File: src/rtl/io_bus_bridge.sv
// Bus bridge behind the core's MEM stage: splits accesses between the sync data RAM
// and a memory-mapped IO page (display, LEDs, switches, buttons, timer).
module io_bus_bridge #(
  parameter int ADDR_W   = 32,
  parameter int DATA_W   = 32,
  parameter int CTRL_W   = 4,
  parameter int SCAN_DIV = 50000
) (
  input  logic              clk,
  input  logic              rst_n,
  input  logic [ADDR_W-1:0] bus_addr,
  input  logic [CTRL_W-1:0] bus_ctrl,
  input  logic [DATA_W-1:0] bus_wd,
  input  logic              bus_we,
  output logic [DATA_W-1:0] bus_rd,
  output logic [ADDR_W-3:0] dram_addr,
  output logic [DATA_W-1:0] dram_wd,
  output logic [CTRL_W-1:0] dram_be,
  output logic              dram_we,
  input  logic [DATA_W-1:0] dram_rd,
  input  logic [23:0]       sw,
  input  logic [4:0]        btn,
  output logic [23:0]       led,
  output logic [7:0]        dig_en,
  output logic [7:0]        seg
);

  localparam logic [9:0] OFF_DISP = 10'h000;
  localparam logic [9:0] OFF_TVAL = 10'h008;
  localparam logic [9:0] OFF_TDIV = 10'h009;
  localparam logic [9:0] OFF_LED  = 10'h018;
  localparam logic [9:0] OFF_SW   = 10'h01C;
  localparam logic [9:0] OFF_BTN  = 10'h01E;

  localparam int SCW = (SCAN_DIV > 1) ? $clog2(SCAN_DIV) : 1;
  localparam logic [SCW-1:0] SCAN_LAST = SCW'(SCAN_DIV - 1);

  typedef enum logic [2:0] {D0, D1, D2, D3, D4, D5, D6, D7} dig_e;

  function automatic logic [DATA_W-1:0] be_merge(input logic [DATA_W-1:0] old,
                                                 input logic [DATA_W-1:0] wd,
                                                 input logic [CTRL_W-1:0] be);
    logic [DATA_W-1:0] r;
    r = old;
    for (int i = 0; i < CTRL_W; i++)
      if (be[i]) r[8*i +: 8] = wd[8*i +: 8];
    return r;
  endfunction

  function automatic logic [6:0] hex7(input logic [3:0] n);
    case (n)
      4'h0: hex7 = 7'h40; 4'h1: hex7 = 7'h79; 4'h2: hex7 = 7'h24; 4'h3: hex7 = 7'h30;
      4'h4: hex7 = 7'h19; 4'h5: hex7 = 7'h12; 4'h6: hex7 = 7'h02; 4'h7: hex7 = 7'h78;
      4'h8: hex7 = 7'h00; 4'h9: hex7 = 7'h10; 4'hA: hex7 = 7'h08; 4'hB: hex7 = 7'h03;
      4'hC: hex7 = 7'h46; 4'hD: hex7 = 7'h21; 4'hE: hex7 = 7'h06; default: hex7 = 7'h0E;
    endcase
  endfunction

  logic              io_hit;
  logic [9:0]        word;
  logic              wr_io, wr_disp, wr_tval, wr_tdiv, wr_led;
  logic [DATA_W-1:0] disp, tmr_val, tmr_div, pcnt, div_eff;
  logic              tick;
  logic [DATA_W-1:0] led_wr, io_rdata, io_rdata_q;
  logic              region_q;
  logic [23:0]       sw_s1, sw_s2;
  logic [4:0]        btn_s1, btn_s2;
  logic [SCW-1:0]    scan_cnt;
  dig_e              dig;

  assign io_hit    = &bus_addr[ADDR_W-1:12];
  assign word      = bus_addr[11:2];
  assign dram_addr = bus_addr[ADDR_W-1:2];
  assign dram_wd   = bus_wd;
  assign dram_be   = bus_ctrl;
  assign dram_we   = bus_we & ~io_hit;

  assign wr_io   = bus_we & io_hit;
  assign wr_disp = wr_io & (word == OFF_DISP);
  assign wr_tval = wr_io & (word == OFF_TVAL);
  assign wr_tdiv = wr_io & (word == OFF_TDIV);
  assign wr_led  = wr_io & (word == OFF_LED);

  assign led_wr = be_merge({{(DATA_W-24){1'b0}}, led}, bus_wd, bus_ctrl);
  wire unused_bits = ^{bus_addr[1:0], led_wr[DATA_W-1:24]};

  always_comb begin
    io_rdata = '0;
    case (word)
      OFF_DISP: io_rdata = disp;
      OFF_TVAL: io_rdata = tmr_val;
      OFF_TDIV: io_rdata = tmr_div;
      OFF_LED:  io_rdata = {{(DATA_W-24){1'b0}}, led};
      OFF_SW:   io_rdata = {{(DATA_W-24){1'b0}}, sw_s2};
      OFF_BTN:  io_rdata = {{(DATA_W-5){1'b0}}, btn_s2};
      default:  io_rdata = '0;
    endcase
  end

  // region_q resets to the IO side so bus_rd reads 0 in reset without consulting dram_rd
  always_ff @(posedge clk or negedge rst_n) begin
    if (!rst_n) begin
      region_q   <= 1'b1;
      io_rdata_q <= '0;
    end else begin
      region_q   <= io_hit;
      io_rdata_q <= io_rdata;
    end
  end

  assign bus_rd = region_q ? io_rdata_q : dram_rd;

  always_ff @(posedge clk or negedge rst_n) begin
    if (!rst_n) begin
      sw_s1  <= '0;
      sw_s2  <= '0;
      btn_s1 <= '0;
      btn_s2 <= '0;
    end else begin
      sw_s1  <= sw;
      sw_s2  <= sw_s1;
      btn_s1 <= btn;
      btn_s2 <= btn_s1;
    end
  end

  always_ff @(posedge clk or negedge rst_n) begin
    if (!rst_n) begin
      disp <= '0;
      led  <= '0;
    end else begin
      if (wr_disp) disp <= be_merge(disp, bus_wd, bus_ctrl);
      if (wr_led)  led  <= led_wr[23:0];
    end
  end

  // Divider of 0 behaves as 1 so the timer never stalls
  assign div_eff = (tmr_div == '0) ? DATA_W'(1) : tmr_div;
  assign tick    = (pcnt == div_eff - DATA_W'(1));

  always_ff @(posedge clk or negedge rst_n) begin
    if (!rst_n) begin
      tmr_val <= '0;
      tmr_div <= '0;
      pcnt    <= '0;
    end else begin
      if (wr_tdiv) tmr_div <= be_merge(tmr_div, bus_wd, bus_ctrl);
      if (wr_tdiv || tick) pcnt <= '0;
      else                 pcnt <= pcnt + DATA_W'(1);
      if (wr_tval)   tmr_val <= be_merge(tmr_val, bus_wd, bus_ctrl);
      else if (tick) tmr_val <= tmr_val + DATA_W'(1);
    end
  end

  always_ff @(posedge clk or negedge rst_n) begin
    if (!rst_n) begin
      scan_cnt <= '0;
      dig      <= D0;
    end else if (scan_cnt == SCAN_LAST) begin
      scan_cnt <= '0;
      dig      <= dig_e'(dig + 3'd1);
    end else begin
      scan_cnt <= scan_cnt + SCW'(1);
    end
  end

  assign dig_en = ~(8'b1 << dig);
  assign seg    = {1'b1, hex7(disp[4*dig +: 4])};

endmodule

File: config.mk
export PLATFORM = sky130hd
export DESIGN_NAME = io_bus_bridge
export DESIGN_NICKNAME = d
export VERILOG_FILES = /design/src/rtl/io_bus_bridge.sv
export SDC_FILE = /design/constraint.sdc
export NUM_CORES = 1
export LEC_CHECK = 0
export CAP_MARGIN = 20
export CORE_AREA = 2 2 174 176
export DETAILED_ROUTE_END_ITERATION = 8
export DIE_AREA = 0 0 176 178
export PLACE_DENSITY = 0.78
export SYNTH_ARGS = -nofsm -noshare
export SYNTH_HDL_FRONTEND = slang
export SYNTH_SLANG_ARGS = --single-unit
File: constraint.sdc
create_clock -name clk -period 3.8 [get_ports clk]
set_clock_uncertainty 0.2 [all_clocks]
set_input_delay 1.14 -clock clk [delete_from_list [all_inputs] [get_ports clk]]
set_output_delay 1.14 -clock clk [all_outputs]
set_load 0.005 [all_outputs]
==> results summary <==
Leaving out fill and tap cells, the most frequent cells in the layout are 259 x sky130_fd_sc_hd__dfrtp_1, 246 x sky130_fd_sc_hd__clkdlybuf4s50_1, 185 x sky130_fd_sc_hd__buf_4. The clock transition at the register clock pins on the worst setup and hold paths after CTS is 60 ps. The max capacitance violation total is 0.

The clock latency of the later-clocked register in the worst-skew pair is 550 ps. The relative contribution of the clock network to total power came out at 45.1%. The switching portion of total power came out at 22.2%. TritonCTS built the clock tree. The sequential-to-total area share from yosys stat came out at 47.8%.

Data on the critical path arrives at its endpoint at 2770 ps. The detail route stage leaves a number of antenna-violating nets equal to 0. The residual overflow from global routing came out at 0.

The die area came out at 0.0313 mm^2. The combined global-route utilization of all metal layers came out at 28.2%. The cell sitting at the root of the clock tree is a sky130_fd_sc_hd__clkbuf_16. Routed signal wires occupy layers up through met4.

The critical-path maximum fanout is 6. The starting density of the core is 46.7%. Cell internal power was estimated by the tool at 4.70 mW. The total wire length came out at 45500 um. Counting every net in the synthesized netlist gives 1459.

After layout, the worst path uses 108% of the clock period. The fmax came out at 243 MHz. In the post-synthesis netlist, the biggest area contributors are sky130_fd_sc_hd__dfrtp_1 48%, sky130_fd_sc_hd__mux2_2 9.8%, sky130_fd_sc_hd__buf_4 3.8%. The final reports fail on negative setup slack. The net count reported at finish is 1859. Summed over all nets, wire length on met3 after detailed routing comes to 3760 um. The layout overhead on the synthesized area came out at 43.6%. The post-synthesis cell count came out at 1311. The height of the chip came out at 178 um.

The post-layout utilization of the core came out at 67.0%. In this run the number of H-tree levels came out at 1. The count of synthesis-stage warnings from yosys is 0. The worst hold path belongs to the class register to register. The final weighted congestion in routability-driven placement is 1.04. After synthesis, the mean cell area works out to 10.5 um^2. The detailed-route via count came out at 12400. The number of flip-flops and latches in the synthesized netlist is 262. The start-to-end type of the worst setup path is register to primary output. The total clock buffers created by CTS is 27. The antenna diode count came out at 0.

The standby leakage power came out at 8.82 nW. The most frequently used flop master after synthesis is sky130_fd_sc_hd__dfrtp_1. The deepest clock path buffer count came out at 3. The vias per cell came out at 5.84. The largest net degree at the start of global routing is 89. The highest ir drop seen on vdd came out at 0.286 mV. The actual slew at the worst max-slew pin came out at 695 ps. The portion of total power attributed to combinational logic is 7.3%. During I/O placement, the number of pins put on the boundary was 271. The final hold violation count is 0. Yosys mapped a number of flops with a built-in enable equal to 0. In this run, flip-flops and latches consume 47.5% of the power. The instance area at placement is 0.0175 mm^2. The number of antenna violations at the first check in global routing was 0. For this run, design rule violations remaining after detail routing come to 0. The mapped netlist covers 0.0137 mm^2. Of all cell types, the one taking the most synthesized area is sky130_fd_sc_hd__dfrtp_1.

Wire segments on met2 add up to 22100 um in the final route. From left edge to right edge, the die measures 176 um. The ratio of total power to cell area is 307 mW/mm^2.

The final worst slack is -308 ps. The area inside the core boundary came out at 0.0294 mm^2. The run finished, with violations left. The floorplan has 63 rows. The routed wirelength normalized by instance count is 21.5 um. The number of clock sinks came out at 262. The worst slew slack as a fraction of its limit is 53.2%. The share of final-layout standard cells stronger than drive strength 1 is 30.9%. For the worst setup path, the data required time is 2460 ps.

The worst setup path is captured at a primary output. The detailed router put a total of 17700 um of wire on met1. The fraction of synthesized cell area taken by the top area cell type is 47.6%. The switching power total came out at 1.34 mW. The via count of the first global-routing pass is 12200. Setup repair after global routing could not meet its margin everywhere.

Before antenna repair, the detailed router went through 7 iterations. Port buffering added 267 buffers. The post-route minimum period came out at 4110 ps.

Leaving out fill and tap cells, the most frequent cell in the layout is sky130_fd_sc_hd__dfrtp_1. Yosys mapped the design onto 78 distinct sky130hd cell types. The total setup violations reported at the end of the flow is 71. The DRC marker count from the first detailed-route iteration came out at 1446. The final max-slew violation count is 0.

STA classifies the critical path startpoint as a register. The half-perimeter wire length after placement came out at 32100 um. After routing the design area is 0.0197 mm^2.

The global-route wire length before repair came out at 68600 um. The async set or reset register ratio after synthesis came out at 100%.
## worst paths after layout
kind	depth (start not counted)	endpoint	slack [ps]	from
min	0	btn_s2[1]	140	btn_s1[1]
min reg2reg	0	btn_s2[1]	140	btn_s1[1]
min in group asynchronous	1	io_rdata_q[27]	300	rst_n
max reg2reg	19	tmr_val[29]	-260	tmr_div[29]
max in group asynchronous	2	led[9]	2210	rst_n
max	8	seg[4]	-310	dig[0]
## logic make-up (layout without fill, tap and decap cells)
group           count (synthesis)  in the layout  share of synthesized area (%)
compound gates                163            163                           8.94
xor+xnor                       79             79                           5.04
fa+ha+maj                      16             16                           1.46
buf+inv                       165            585                           6.52
flops                         262            262                           47.8
mux                           143            143                           12.3
other cells                     1              1                         0.0273
simple gates                  482            482                           18.0
## synthesized netlist by cell type, types with 3 or more instances
master / n
sky130_fd_sc_hd__or2_2: 4
sky130_fd_sc_hd__nand4b_1: 3
sky130_fd_sc_hd__o31ai_1: 4
sky130_fd_sc_hd__o22ai_1: 4
sky130_fd_sc_hd__o311ai_1: 8
sky130_fd_sc_hd__nor4_1: 13
sky130_fd_sc_hd__or3_1: 17
sky130_fd_sc_hd__or4_1: 3
sky130_fd_sc_hd__inv_1: 39
sky130_fd_sc_hd__xnor2_1: 42
sky130_fd_sc_hd__mux4_2: 8
sky130_fd_sc_hd__buf_4: 70
sky130_fd_sc_hd__a222oi_1: 32
sky130_fd_sc_hd__a22oi_1: 6
sky130_fd_sc_hd__and2_1: 12
sky130_fd_sc_hd__nand3b_1: 4
sky130_fd_sc_hd__clkbuf_1: 40
sky130_fd_sc_hd__xor2_1: 37
sky130_fd_sc_hd__ha_1: 16
sky130_fd_sc_hd__nand2_1: 134
sky130_fd_sc_hd__nor2_1: 94
sky130_fd_sc_hd__nor2b_1: 9
sky130_fd_sc_hd__o2111ai_1: 4
sky130_fd_sc_hd__a211oi_1: 3
sky130_fd_sc_hd__nor3b_1: 5
sky130_fd_sc_hd__o211ai_1: 25
sky130_fd_sc_hd__o311ai_0: 3
sky130_fd_sc_hd__o21ai_0: 22
sky130_fd_sc_hd__mux2_2: 120
sky130_fd_sc_hd__a21oi_1: 23
sky130_fd_sc_hd__o21ai_1: 3
sky130_fd_sc_hd__dfrtp_1: 261
sky130_fd_sc_hd__nand3_1: 69
sky130_fd_sc_hd__buf_1: 5
sky130_fd_sc_hd__a311oi_1: 3
sky130_fd_sc_hd__nand4_1: 30
sky130_fd_sc_hd__mux2i_1: 15
sky130_fd_sc_hd__nand2b_1: 7
sky130_fd_sc_hd__buf_2: 9
sky130_fd_sc_hd__nor3_1: 36
sky130_fd_sc_hd__and3_1: 19
## stage by stage
stage	TNS [ps]	setup slack, ps	instances	hold slack [ps]	power, mW
after floorplan	0	0.652	1311	131	3.02
after global placement	-13980	-611	2012	132	3.36
after detailed placement	-16880	-602	2012	135	3.37
after CTS	-3800	-194	2108	145	6.07
after global routing	-17400	-375	2121	155	6.25
final	-11930	-308	2121	142	6.04
## per-layer routing
layer | track usage, % | up-vias
met5 | 0 | -
met2 | 47.2 | 648
met1 | 36.7 | 6153
li1 | - | 5464
met4 | 11.0 | 0
met3 | 5.12 | 131
## state kept, by name (all words and copies together) (netlist names)
name	flops
tmr_val	32
sw_s1	24
pcnt	32
tmr_div	32
sw_s2	24
disp	32
led	24
scan_cnt	16
io_rdata_q	32
region_q	1
btn_s2	5
dig	3
btn_s1	5
## power groups by stage
stage / Clock, mW / Combinational [mW] / Sequential (mW)
4_1_cts: 2.75 / 0.445 / 2.87
3_5_place_dp: 0 / 0.443 / 2.92
6_report: 2.73 / 0.444 / 2.87
2_1_floorplan: 0 / 0.109 / 2.91
5_1_grt: 2.90 / 0.478 / 2.88
3_3_place_gp: 0 / 0.435 / 2.92
## worst max-delay path: stages (launching register included)
cell,delay [ps]
sky130_fd_sc_hd__dfrtp_2,460
sky130_fd_sc_hd__buf_6,170
sky130_fd_sc_hd__mux4_2,570
sky130_fd_sc_hd__mux2i_2,190
sky130_fd_sc_hd__buf_4,180
sky130_fd_sc_hd__buf_6,110
sky130_fd_sc_hd__mux2i_2,240
sky130_fd_sc_hd__a22o_1,180
sky130_fd_sc_hd__buf_2,110
## timing repair
item,CTS,global route
cloned,10,0
resized for setup,158,88
hold buffers,0,0
setup buffers,39,17
pin swaps,68,46
endpoints found under the setup margin,72,102
## cell type report
class                   instances  area, um^2
inverters                      40         153
clock inverters                12         126
clock buffers                  37         793
fillers                      2134        9710
repair buffers                496        4660
well taps                     390         488
multi-input cells             884        6910
flip-flops and latches        262        6560
No activity file was read; power rests on OpenSTA's default activity.
